**config.mk**
```make
export PLATFORM = sky130hd
export DESIGN_NAME = uart_rx
export DESIGN_NICKNAME = d
export VERILOG_FILES = /design/src/rtl/uart_rx.sv
export SDC_FILE = /design/constraint.sdc
export NUM_CORES = 1
export LEC_CHECK = 0
export ABC_AREA = 1
export BUFFER_PORTS_ARGS = -buffer_cell sky130_fd_sc_hd__buf_2
export CAP_MARGIN = 40
export CELL_PAD_IN_SITES_DETAIL_PLACEMENT = 1
export CELL_PAD_IN_SITES_GLOBAL_PLACEMENT = 1
export CORE_MARGIN = 2
export CORE_UTILIZATION = 40
export CTS_CLUSTER_DIAMETER = 120
export DETAILED_ROUTE_END_ITERATION = 7
export PLACE_DENSITY_LB_ADDON = 0.1
export SLEW_MARGIN = 0
export SYNTH_ARGS = -nofsm -noshare
export SYNTH_HDL_FRONTEND = slang
export SYNTH_SLANG_ARGS = --single-unit
export TNS_END_PERCENT = 1
```
**constraint.sdc**
```tcl
create_clock -name clk -period 3 [get_ports clk]
set_input_delay 0.15 -clock clk [delete_from_list [all_inputs] [get_ports clk]]
set_output_delay 0.15 -clock clk [all_outputs]
set_load 0.005 [all_outputs]
```
**src/rtl/uart_rx.sv**
```systemverilog
`default_nettype none
// ============================================================================
// Module   : uart_rx
// Purpose  : 8N1 UART receiver with a two-flop input synchronizer, an
//            oversampling tick generator and a four-state framing FSM.
//            Delivers each correctly framed byte with a one-cycle rx_valid
//            pulse and flags a low stop bit with a one-cycle frame_err pulse.
// Revision : 1.0 - initial release
// ============================================================================
module uart_rx #(
  parameter int CLK_FREQ = 100000000,
  parameter int BAUD     = 9600,
  parameter int OVS      = 16
) (
  input  logic       clk,
  input  logic       rst_n,
  input  logic       rx,
  output logic [7:0] rx_data,
  output logic       rx_valid,
  output logic       frame_err,
  output logic       busy
);

  // Clocks per oversample tick; counter width kept at least one bit.
  localparam int DIV = CLK_FREQ / (BAUD * OVS);
  localparam int TW  = (DIV > 1) ? $clog2(DIV) : 1;

  localparam logic [TW-1:0] TICK_LAST = TW'(DIV - 1);
  localparam logic [3:0]    OS_HALF   = 4'(OVS / 2 - 1);
  localparam logic [3:0]    OS_LAST   = 4'(OVS - 1);

  typedef enum logic [1:0] {
    IDLE  = 2'd0,
    START = 2'd1,
    DATA  = 2'd2,
    STOP  = 2'd3
  } state_t;

  state_t          state, state_n;
  logic            rx_meta, rx_s;
  logic [TW-1:0]   tick_cnt, tick_cnt_n;
  logic            tick;
  logic [3:0]      os_cnt, os_cnt_n;
  logic [2:0]      bit_idx, bit_idx_n;
  logic [7:0]      shreg, shreg_n;
  logic [7:0]      rx_data_n;
  logic            rx_valid_n, frame_err_n;

  // Two-flop synchronizer for the asynchronous line; idles high out of reset.
  always_ff @(posedge clk) begin
    if (!rst_n) begin
      rx_meta <= 1'b1;
      rx_s    <= 1'b1;
    end else begin
      rx_meta <= rx;
      rx_s    <= rx_meta;
    end
  end

  assign tick = (tick_cnt == TICK_LAST);
  assign busy = (state != IDLE);

  // State, counters, shift register and registered output pulses.
  always_ff @(posedge clk) begin
    if (!rst_n) begin
      state     <= IDLE;
      tick_cnt  <= '0;
      os_cnt    <= 4'd0;
      bit_idx   <= 3'd0;
      shreg     <= 8'h00;
      rx_data   <= 8'h00;
      rx_valid  <= 1'b0;
      frame_err <= 1'b0;
    end else begin
      state     <= state_n;
      tick_cnt  <= tick_cnt_n;
      os_cnt    <= os_cnt_n;
      bit_idx   <= bit_idx_n;
      shreg     <= shreg_n;
      rx_data   <= rx_data_n;
      rx_valid  <= rx_valid_n;
      frame_err <= frame_err_n;
    end
  end

  // Next-state logic: sample at mid start bit, then every OVS ticks.
  always_comb begin
    state_n     = state;
    os_cnt_n    = os_cnt;
    bit_idx_n   = bit_idx;
    shreg_n     = shreg;
    rx_data_n   = rx_data;
    rx_valid_n  = 1'b0;
    frame_err_n = 1'b0;
    tick_cnt_n  = tick ? '0 : tick_cnt + TW'(1);

    case (state)
      IDLE: begin
        if (!rx_s) begin
          // Start edge: realign the tick phase to the edge.
          state_n    = START;
          os_cnt_n   = 4'd0;
          tick_cnt_n = '0;
        end
      end

      START: begin
        if (tick) begin
          if (os_cnt == OS_HALF) begin
            os_cnt_n = 4'd0;
            if (!rx_s) begin
              state_n   = DATA;
              bit_idx_n = 3'd0;
            end else begin
              // Line went back high before mid start bit: a glitch.
              state_n = IDLE;
            end
          end else begin
            os_cnt_n = os_cnt + 4'd1;
          end
        end
      end

      DATA: begin
        if (tick) begin
          if (os_cnt == OS_LAST) begin
            os_cnt_n         = 4'd0;
            shreg_n[bit_idx] = rx_s;
            if (bit_idx == 3'd7) begin
              state_n = STOP;
            end else begin
              bit_idx_n = bit_idx + 3'd1;
            end
          end else begin
            os_cnt_n = os_cnt + 4'd1;
          end
        end
      end

      STOP: begin
        if (tick) begin
          if (os_cnt == OS_LAST) begin
            // Leave at mid stop bit so a following start edge is not missed.
            os_cnt_n = 4'd0;
            state_n  = IDLE;
            if (rx_s) begin
              rx_data_n  = shreg;
              rx_valid_n = 1'b1;
            end else begin
              frame_err_n = 1'b1;
            end
          end else begin
            os_cnt_n = os_cnt + 4'd1;
          end
        end
      end

      default: begin
        state_n = IDLE;
      end
    endcase
  end

endmodule
`default_nettype wire

```
==> results.ini, run 1 <==
[outcome]
status = completed

[clock_network]
h-tree-depth = 2
ctsRootBufferMaster = clkbuf_8
cts_buffer_depth = 2
cts_setup_buffers = 0
cts_buffers = 5
path_clk_slew_ns = 0.08
cts_num_sinks = 39
cts_resized = 0
cts_tree = done
holdBufCountCts = 0
clk-insertion-delay-late_ns = 0.29

[worst_setup_path]
crit_required_ns = 3.21
cp.depth = 9
ff2ff_path_depth = 9
max_stage_delay_ns = 0.37
crit_buf_inv = 2
crit_type = register to register
critPathCaptureType = register
r2r_start = os_cnt[0]$_SDFFE_PN0P_
startpoint_type = register
cp.arrival_ns = 1.91
cp_top_family = simple AND/OR/NAND/NOR gates
crit_top_cell = inv_2
path_cells = ha_1, nand2_2, inv_2, nand2_4, inv_2, nand4_4, nor2_4, o21ai_0, a21oi_1
worstPathMaxFanout = 12
slowest_stage = dfxtp_1
crit_start = os_cnt[0]$_SDFFE_PN0P_

[sta]
tightest_slew_ns = 0.463
rsz0062_at_grt = false
fmax_ghz = 0.589
final-setup-viol-count = 0
layout_min_cycle_time_ns = 1.70
hold_ws_ns = 0.0438
skew_ns = 0.00815
slew_violations = 0
setup_slack_ns = 1.30
finalHoldViolations = 0
relSlewSlack_pct = 68.9
setup_tns_ns = 0
period_share_pct = 56.6

[pwr]
ir_drop_uv = 252
power_density_nw_per_um2 = 444
total_power_uw = 924
leakagePower_nw = 0.896

[routing]
initialDrtViolationCount = 70
dr.pass1.iters = 3
met3_length_um = 85
via_per_inst = 4.71
drt-total-wl_um = 4150
wire_per_inst_um = 12.6
num_vias = 1549
met2_length_um = 1880
wl_met1_um = 2110
detail-route-antenna-nets = 0
top_layer = met4
drcViolationCount = 0

[synthesis]
yosys_register_bits = 39
synth_area_leader_cell = dfxtp_1
yosysTopAreaCellShare_pct = 41.2
synth_edf_count = 0
ys_types = 31
ys_top_cells_by_count = nor2_1 (55), nand2_1 (44), dfxtp_1 (39)
synth_top_family_by_area = simple AND/OR/NAND/NOR gates
yosys.area_share.simple_pct = 37.2
syn_area_sq_um = 1890
yosysWarnings = 0
synth_flop_cell = dfxtp_1
synth.yosys.seq_area_share_pct = 41.2
async_reset_ff_share_pct = 0
muxShareOfSynthArea_pct = 0
syn_avg_cell_area_sq_um = 7.34
synth-compound-area-share_pct = 8.92
synth_nets = 266
synth_most_common_cell = nor2_1
synth-xor-area-share_pct = 1.39
synth_adder_area_share_pct = 3.30
synth_area_leaders = dfxtp_1 (41%), nor2_1 (11%), nand2_1 (8.7%)
synthCells = 258

[global_route]
grt_max_degree = 26
antenna_found_initial = 0
grt_pass1_vias = 1638
overflow = 0
grt_pass1_wl_um = 7480
grtUsageTotal_pct = 18.1

[run]
max_cap_viol_count = 0

[placed_design]
place.gp.congestion = 0.770
io_buffers = 13
place_area_sq_um = 2000
place.detailed.hpwl_um = 3150
place_ws_ns = 1.33
dp_cells = 321

[die]
die_y_um = 72.8
die_w_um = 72.8
rows = 25
coreArea_sq_um = 4630
ioPinCount = 14
dieArea_sq_um = 5300
start_util_pct = 40.9

[cells_and_area]
antenna_cells = 0
stdcell_count = 329
multi_input_area_sq_um = 962
seq_area_sq_um = 781
drive_above_1_share_pct = 19.3
fin_util_pct = 45.0
syn_to_final_growth_pct = 9.98
final_area_sq_um = 2080
fillers = 591
nets = 282

[hold_path]
hold_start = rx
worst_hold_path_type = input pin to register
worstHoldPathCells = 2

registers in the layout, indices dropped and copies added (netlist names), named ones only:
register / flops
frame_err: 1
state: 1
shreg: 8
rx_meta: 1
rx_s: 1
tick_cnt: 10
bit_idx: 3
rx_valid: 1
os_cnt: 4
rx_data: 8
power breakdown:
| part | internal [mW] | total, mW | switching, mW |
|---|---|---|---|
| clock | 0.163 | 0.342 | 0.179 |
| combinational | 0.0163 | 0.0471 | 0.0308 |
| sequential | 0.525 | 0.535 | 0.0106 |
worst paths after layout:
check	endpoint	slack, ns
worst max-delay path	rx_data[5]$_SDFFE_PN0P_	1.30
worst min-delay path	rx_meta$_SDFF_PN1_	0.04
worst max register to register	rx_data[5]$_SDFFE_PN0P_	1.30
worst min register to register	rx_s$_SDFF_PN1_	0.43
logic make-up (layout without fill, tap and decap cells):
group / after synthesis / in the layout
XOR/XNOR: 3 / 3
adder cells (fa/ha/maj): 5 / 5
flip-flops: 39 / 39
buffers and inverters: 37 / 54
AO/OA/AOI/OAI: 30 / 30
AND/OR/NAND/NOR: 144 / 144
cell usage in the layout, fill, tap and decap left out, types with 6 or more instances in the layout:
master	synthesis	routed
nor2_1	55	55
nand2_1	44	44
dfxtp_1	39	39
inv_1	27	27
buf_2	1	13
a21oi_1	11	11
nand3_1	10	10
o21ai_0	8	8
nor3_1	7	7
nand2_2	6	6
o21ai_1	6	6
area by class of cell:
type,instances,share of cell area [%]
multi-input cells,182,46.2
flip-flops and latches,39,37.5
inverters,33,6.01
clock buffers,7,3.67
well taps,54,3.25
repair buffers,13,3.12
clock inverters,1,0.240
routing by layer:
metal / up-vias / global-route usage (%)
li1: 841 / -
met1: 686 / 23.7
met2: 15 / 29.7
met3: 7 / 3.87
met4: 0 / 5.56
met5: - / 0
Note: power is estimated with default switching activity, not from simulation.
==> inputs of run 2 (changes only) <==
--- a/config.mk
+++ b/config.mk
@@ -11,7 +11,7 @@
 export CELL_PAD_IN_SITES_DETAIL_PLACEMENT = 1
 export CELL_PAD_IN_SITES_GLOBAL_PLACEMENT = 1
 export CORE_MARGIN = 2
-export CORE_UTILIZATION = 40
+export CORE_UTILIZATION = 39
 export CTS_CLUSTER_DIAMETER = 120
 export DETAILED_ROUTE_END_ITERATION = 7
 export PLACE_DENSITY_LB_ADDON = 0.1
==> constraint.sdc (replaced) <==
create_clock -name clk -period 1.4 [get_ports clk]
set_input_delay 0.07 -clock clk [delete_from_list [all_inputs] [get_ports clk]]
set_output_delay 0.07 -clock clk [all_outputs]
set_load 0.005 [all_outputs]
==> run 2 against run 1 <==
- the run now ends with negative setup slack left
- combinational power increased to 4.0 times the previous value
- routed wire length increased by 23%
- clock skew decreased by 0.00056 ns
- flip-flop and latch count unchanged
- highest routed layer unchanged
- worst setup slack got worse by 1.4 ns
- register-to-register slack got worse by 1.4 ns
==> results.ini, run 2 (synthesis gave the netlist of run 1 again) <==
[outcome]
status = complete, but fails checks
failed_checks = negative setup slack

[sta]
relSlewSlack_pct = 77.8
finalHoldViolations = 0
slew_violations = 0
skew_ns = 0.00759
final-setup-viol-count = 18
fmax_ghz = 0.661
tightest_slew_ns = 0.332
layout_min_cycle_time_ns = 1.51
period_share_pct = 108
setup_slack_ns = -0.113
rsz0062_at_grt = true

[routing]
via_per_inst = 4.85
dr.pass1.iters = 4
initialDrtViolationCount = 27
num_vias = 1786
drcViolationCount = 0
drt-total-wl_um = 5100
wire_per_inst_um = 13.9
detail-route-antenna-nets = 0

[clock_network]
path_clk_slew_ns = 0.08
h-tree-depth = 2
cts_num_sinks = 39
clk-insertion-delay-late_ns = 0.30
cts_buffer_depth = 2
cts_buffers = 5
cts_tree = done
ctsRootBufferMaster = clkbuf_8

[placed_design]
place.detailed.hpwl_um = 3510
place_ws_ns = -0.104
place.gp.congestion = 0.745
io_buffers = 13
dp_cells = 354

[cells_and_area]
largest_register_ffs = 10
layout_common_cells = nor2_1 (53), nand2_1 (42), dfxtp_1 (33)
stdcell_count = 368
layout_top_registers = tick_cnt x10, rx_data x8, shreg x8
largest_register = tick_cnt
final_common_cell = nor2_1
nets = 321
syn_to_final_growth_pct = 37.0
fillers = 586
drive_above_1_share_pct = 37.6
antenna_cells = 0

[worst_setup_path]
critPathCaptureType = register
crit_type = register to register
worstPathMaxFanout = 5
startpoint_type = register
crit_start = tick_cnt[0]$_SDFF_PN0_
cp.arrival_ns = 1.71
r2r_start = tick_cnt[0]$_SDFF_PN0_
crit_required_ns = 1.59

[hold_path]
hold_start = rst_n
worst_hold_path_type = input pin to register

[pwr]
leakagePower_nw = 1.14
power_density_nw_per_um2 = 949
ir_drop_uv = 525

[die]
die_w_um = 73.7
rows = 25
dieArea_sq_um = 5430
ioPinCount = 14
coreArea_sq_um = 4690
start_util_pct = 40.3
die_y_um = 73.7

[global_route]
antenna_found_initial = 0
grt_max_degree = 13
grt_pass1_vias = 1843
grt_pass1_wl_um = 8310
overflow = 0
grtUsageTotal_pct = 20.2

[run]
max_cap_viol_count = 0

[run 2: cell types whose count changed in the layout (fill, tap and decap cells not counted), sizes merged]
cell,previous run,this run
buf,13,50
bufinv,0,2
clkinv,2,1
dlygate4sd3,0,1
[run 2: timing repair]
item	in CTS	in global routing
setup endpoints to repair	35	36
resized for setup	24	20
buffers inserted	2	2
pin swaps	5	9
hold buffers	1	0
hold endpoints to repair	1	0
gates cloned	1	0
[run 2: routing by layer]
| metal | wire length, um | track usage, % | vias to the layer above |
|---|---|---|---|
| met3 | 131 | 4.94 | 4 |
| li1 | - | - | 919 |
| met5 | 0 | 0 | - |
| met1 | 2180 | 23.3 | 843 |
| met2 | 2740 | 36.6 | 20 |
| met4 | 48 | 6.06 | 0 |
[run 2: worst max-delay path: stages (launching register included)]
cell and delay (ns):
dfxtp_2 0.33, inv_2 0.07, ha_4 0.13, nand2_2 0.06, nor2_4 0.15, buf_6 0.11, nand4_1 0.13, nand2_2 0.17
inv_1 0.10, nand2_1 0.09, a21oi_1 0.06
[run 2: metrics by stage]
stage | hold slack, ns | instance area, sq um | utilization [%] | total power [mW] | TNS, ns
after floorplan | 0.177 | 1890 | - | 1.25 | 0
after global placement | 0.257 | 2270 | 48.5 | 1.32 | -0.616
after detailed placement | 0.260 | 2270 | 48.5 | 1.32 | -1.98
after CTS | 0.0896 | 2510 | 53.5 | 2.47 | -0.613
after global routing | 0.0942 | 2590 | 55.3 | 2.56 | -4.01
final | 0.0896 | 2590 | 55.3 | 2.46 | -0.948
[run 2: area by class of cell]
cell class | count | area, sq um | share of cell area (%)
inverter | 33 | 128 | 4.92
tap | 54 | 67.6 | 2.60
multi-input combinational | 182 | 1060 | 41.0
clock inverter | 2 | 60.1 | 2.32
clock buffer | 6 | 72.6 | 2.80
timing repair buffer | 52 | 414 | 16.0
sequential | 39 | 788 | 30.4
[run 2: final timing paths]
path	end	slack (ns)	cells past startpoint
worst min register to register	rx_s$_SDFF_PN1_	0.42	1
worst max register to register	os_cnt[1]$_SDFFE_PN0P_	-0.11	10
worst max-delay path	os_cnt[1]$_SDFFE_PN0P_	-0.11	10
worst min-delay path	rx_data[3]$_SDFFE_PN0P_	0.09	3
[run 2: report_power, final]
part / switching (mW) / total (mW) / internal [mW] / leakage [nW]
Sequential: 0.0180 / 1.14 / 1.13 / 0.318
Combinational: 0.0979 / 0.189 / 0.0915 / 0.756
Clock: 0.415 / 1.13 / 0.713 / 0.0654
==> inputs of run 3 (changes only) <==
--- a/config.mk
+++ b/config.mk
@@ -6,14 +6,14 @@
 export NUM_CORES = 1
 export LEC_CHECK = 0
 export ABC_AREA = 1
-export BUFFER_PORTS_ARGS = -buffer_cell sky130_fd_sc_hd__buf_2
 export CAP_MARGIN = 40
 export CELL_PAD_IN_SITES_DETAIL_PLACEMENT = 1
 export CELL_PAD_IN_SITES_GLOBAL_PLACEMENT = 1
 export CORE_MARGIN = 2
-export CORE_UTILIZATION = 39
+export CORE_UTILIZATION = 40
 export CTS_CLUSTER_DIAMETER = 120
 export DETAILED_ROUTE_END_ITERATION = 7
+export DONT_BUFFER_PORTS = 1
 export PLACE_DENSITY_LB_ADDON = 0.1
 export SLEW_MARGIN = 0
 export SYNTH_ARGS = -nofsm -noshare
==> run 3 against run 2 <==
- the run ends with negative hold slack, negative setup slack left
- total power shrank 7.1%
- via count decreased by 2.0%
- critical path depth is the same
- worst setup slack improved by 0.062 ns
- critical endpoint is now shreg[6]$_SDFFE_PN0P_
- largest power group unchanged
- highest routed layer unchanged
==> results.ini, run 3 (synthesis gave the netlist of run 1 again) <==
[cells_and_area]
syn_to_final_growth_pct = 34.2
nets = 316
drive_above_1_share_pct = 35.9
layout_common_cells = nor2_1 (50), nand2_1 (42), buf_4 (41)
layout_top_registers = tick_cnt x10, rx_data x8, shreg x8
fin_util_pct = 54.9
largest_register = tick_cnt
final_common_cell = nor2_1
largest_register_ffs = 10
antenna_cells = 0
final_area_sq_um = 2540

[sta]
hold_ws_ns = -0.112
fmax_ghz = 0.689
layout_min_cycle_time_ns = 1.45
slew_violations = 0
tightest_slew_ns = 0.392
finalHoldViolations = 24
final-setup-viol-count = 9
skew_ns = 0.00438
setup_tns_ns = -0.171
relSlewSlack_pct = 73.8
rsz0062_at_grt = true
setup_slack_ns = -0.0504
period_share_pct = 104

[placed_design]
place.gp.congestion = 0.769
place_area_sq_um = 2260
io_buffers = 0
place.detailed.hpwl_um = 3590
place_ws_ns = -0.130

[routing]
detail-route-antenna-nets = 0
drt-total-wl_um = 4800
wire_per_inst_um = 13.2
via_per_inst = 4.82
drcViolationCount = 0
initialDrtViolationCount = 36
dr.pass1.iters = 4
num_vias = 1751

[run]
max_cap_viol_count = 0

[clock_network]
clk-insertion-delay-late_ns = 0.29
cts_tree = done
path_clk_slew_ns = 0.08
cts_buffers = 5
h-tree-depth = 2
holdBufCountCts = 3
cts_num_sinks = 39
ctsRootBufferMaster = clkbuf_8
cts_buffer_depth = 2

[worst_setup_path]
slowest_stage = dfxtp_2
startpoint_type = register
crit_required_ns = 1.59
max_stage_delay_ns = 0.35
path_cells = ha_4, nand2_4, inv_2, nand2_4, inv_4, nand4_1, nor2_2, nand2_1, nand2_1, nor2_1
cp.arrival_ns = 1.64
worstPathMaxFanout = 4
critPathCaptureType = register
cp_top_family = simple AND/OR/NAND/NOR gates
crit_type = register to register
crit_buf_inv = 2

[die]
dieArea_sq_um = 5300
die_y_um = 72.8
rows = 25
die_w_um = 72.8
ioPinCount = 14
coreArea_sq_um = 4630
start_util_pct = 40.9

[global_route]
grt_max_degree = 26
grt_pass1_vias = 1836
grt_pass1_wl_um = 8220
overflow = 0
antenna_found_initial = 0
grtUsageTotal_pct = 20.2

[pwr]
leakagePower_nw = 1.10
power_density_nw_per_um2 = 900
total_power_mw = 2.29
ir_drop_uv = 462

[hold_path]
worst_hold_path_type = input pin to register

[outcome]
status = complete, but fails checks
failed_checks = negative hold slack, negative setup slack

run 3: timing repair:
action,4_1_cts,5_1_grt
resized for setup,22,14
endpoints found under the setup margin,34,34
setup buffers,2,0
pin swaps,10,9
endpoints found under the hold margin,27,24
run 3: cell type report:
class | instances | area (sq um)
fillers | 602 | 2090
multi-input cells | 182 | 1060
flip-flops and latches | 39 | 787
repair buffers | 47 | 380
inverters | 33 | 128
clock buffers | 6 | 82.6
well taps | 54 | 67.6
clock inverters | 2 | 35.0
run 3: worst paths after layout:
path         cells after the start                       to              startpoint  slack [ns]
max reg2reg                     10    shreg[6]$_SDFFE_PN0P_  os_cnt[1]$_SDFFE_PN0P_       -0.05
max                             10    shreg[6]$_SDFFE_PN0P_  os_cnt[1]$_SDFFE_PN0P_       -0.05
min reg2reg                      1          rx_s$_SDFF_PN1_      rx_meta$_SDFF_PN1_        0.43
min                              2  rx_data[7]$_SDFFE_PN0P_                   rst_n       -0.11
run 3: per-stage QoR:
step / cells / hold WS, ns
6_report: 363 / -0.112
5_1_grt: 363 / -0.129
4_1_cts: 363 / -0.122
3_5_place_dp: 350 / 0.183
3_3_place_gp: 350 / 0.180
2_1_floorplan: 258 / 0.177
run 3: worst reg2reg max path, cell delays in order, from the launching register on:
cell and delay, ns:
dfxtp_2 0.35, ha_4 0.15, nand2_4 0.06, inv_2 0.07
nand2_4 0.06, inv_4 0.08, nand4_1 0.20, nor2_2 0.22
nand2_1 0.07, nand2_1 0.06, nor2_1 0.04
run 3: metal layers:
layer	track usage, %	vias up	wire length (um)
met5	0	-	0
met2	35.3	10	2470
met3	4.97	5	81
li1	-	916	-
met1	24.7	820	2180
met4	5.56	0	63
run 3: report_power, final:
group / total, mW / switching [mW] / internal, mW
logic: 0.165 / 0.0787 / 0.0860
registers: 1.14 / 0.0178 / 1.13
clock network: 0.978 / 0.401 / 0.577
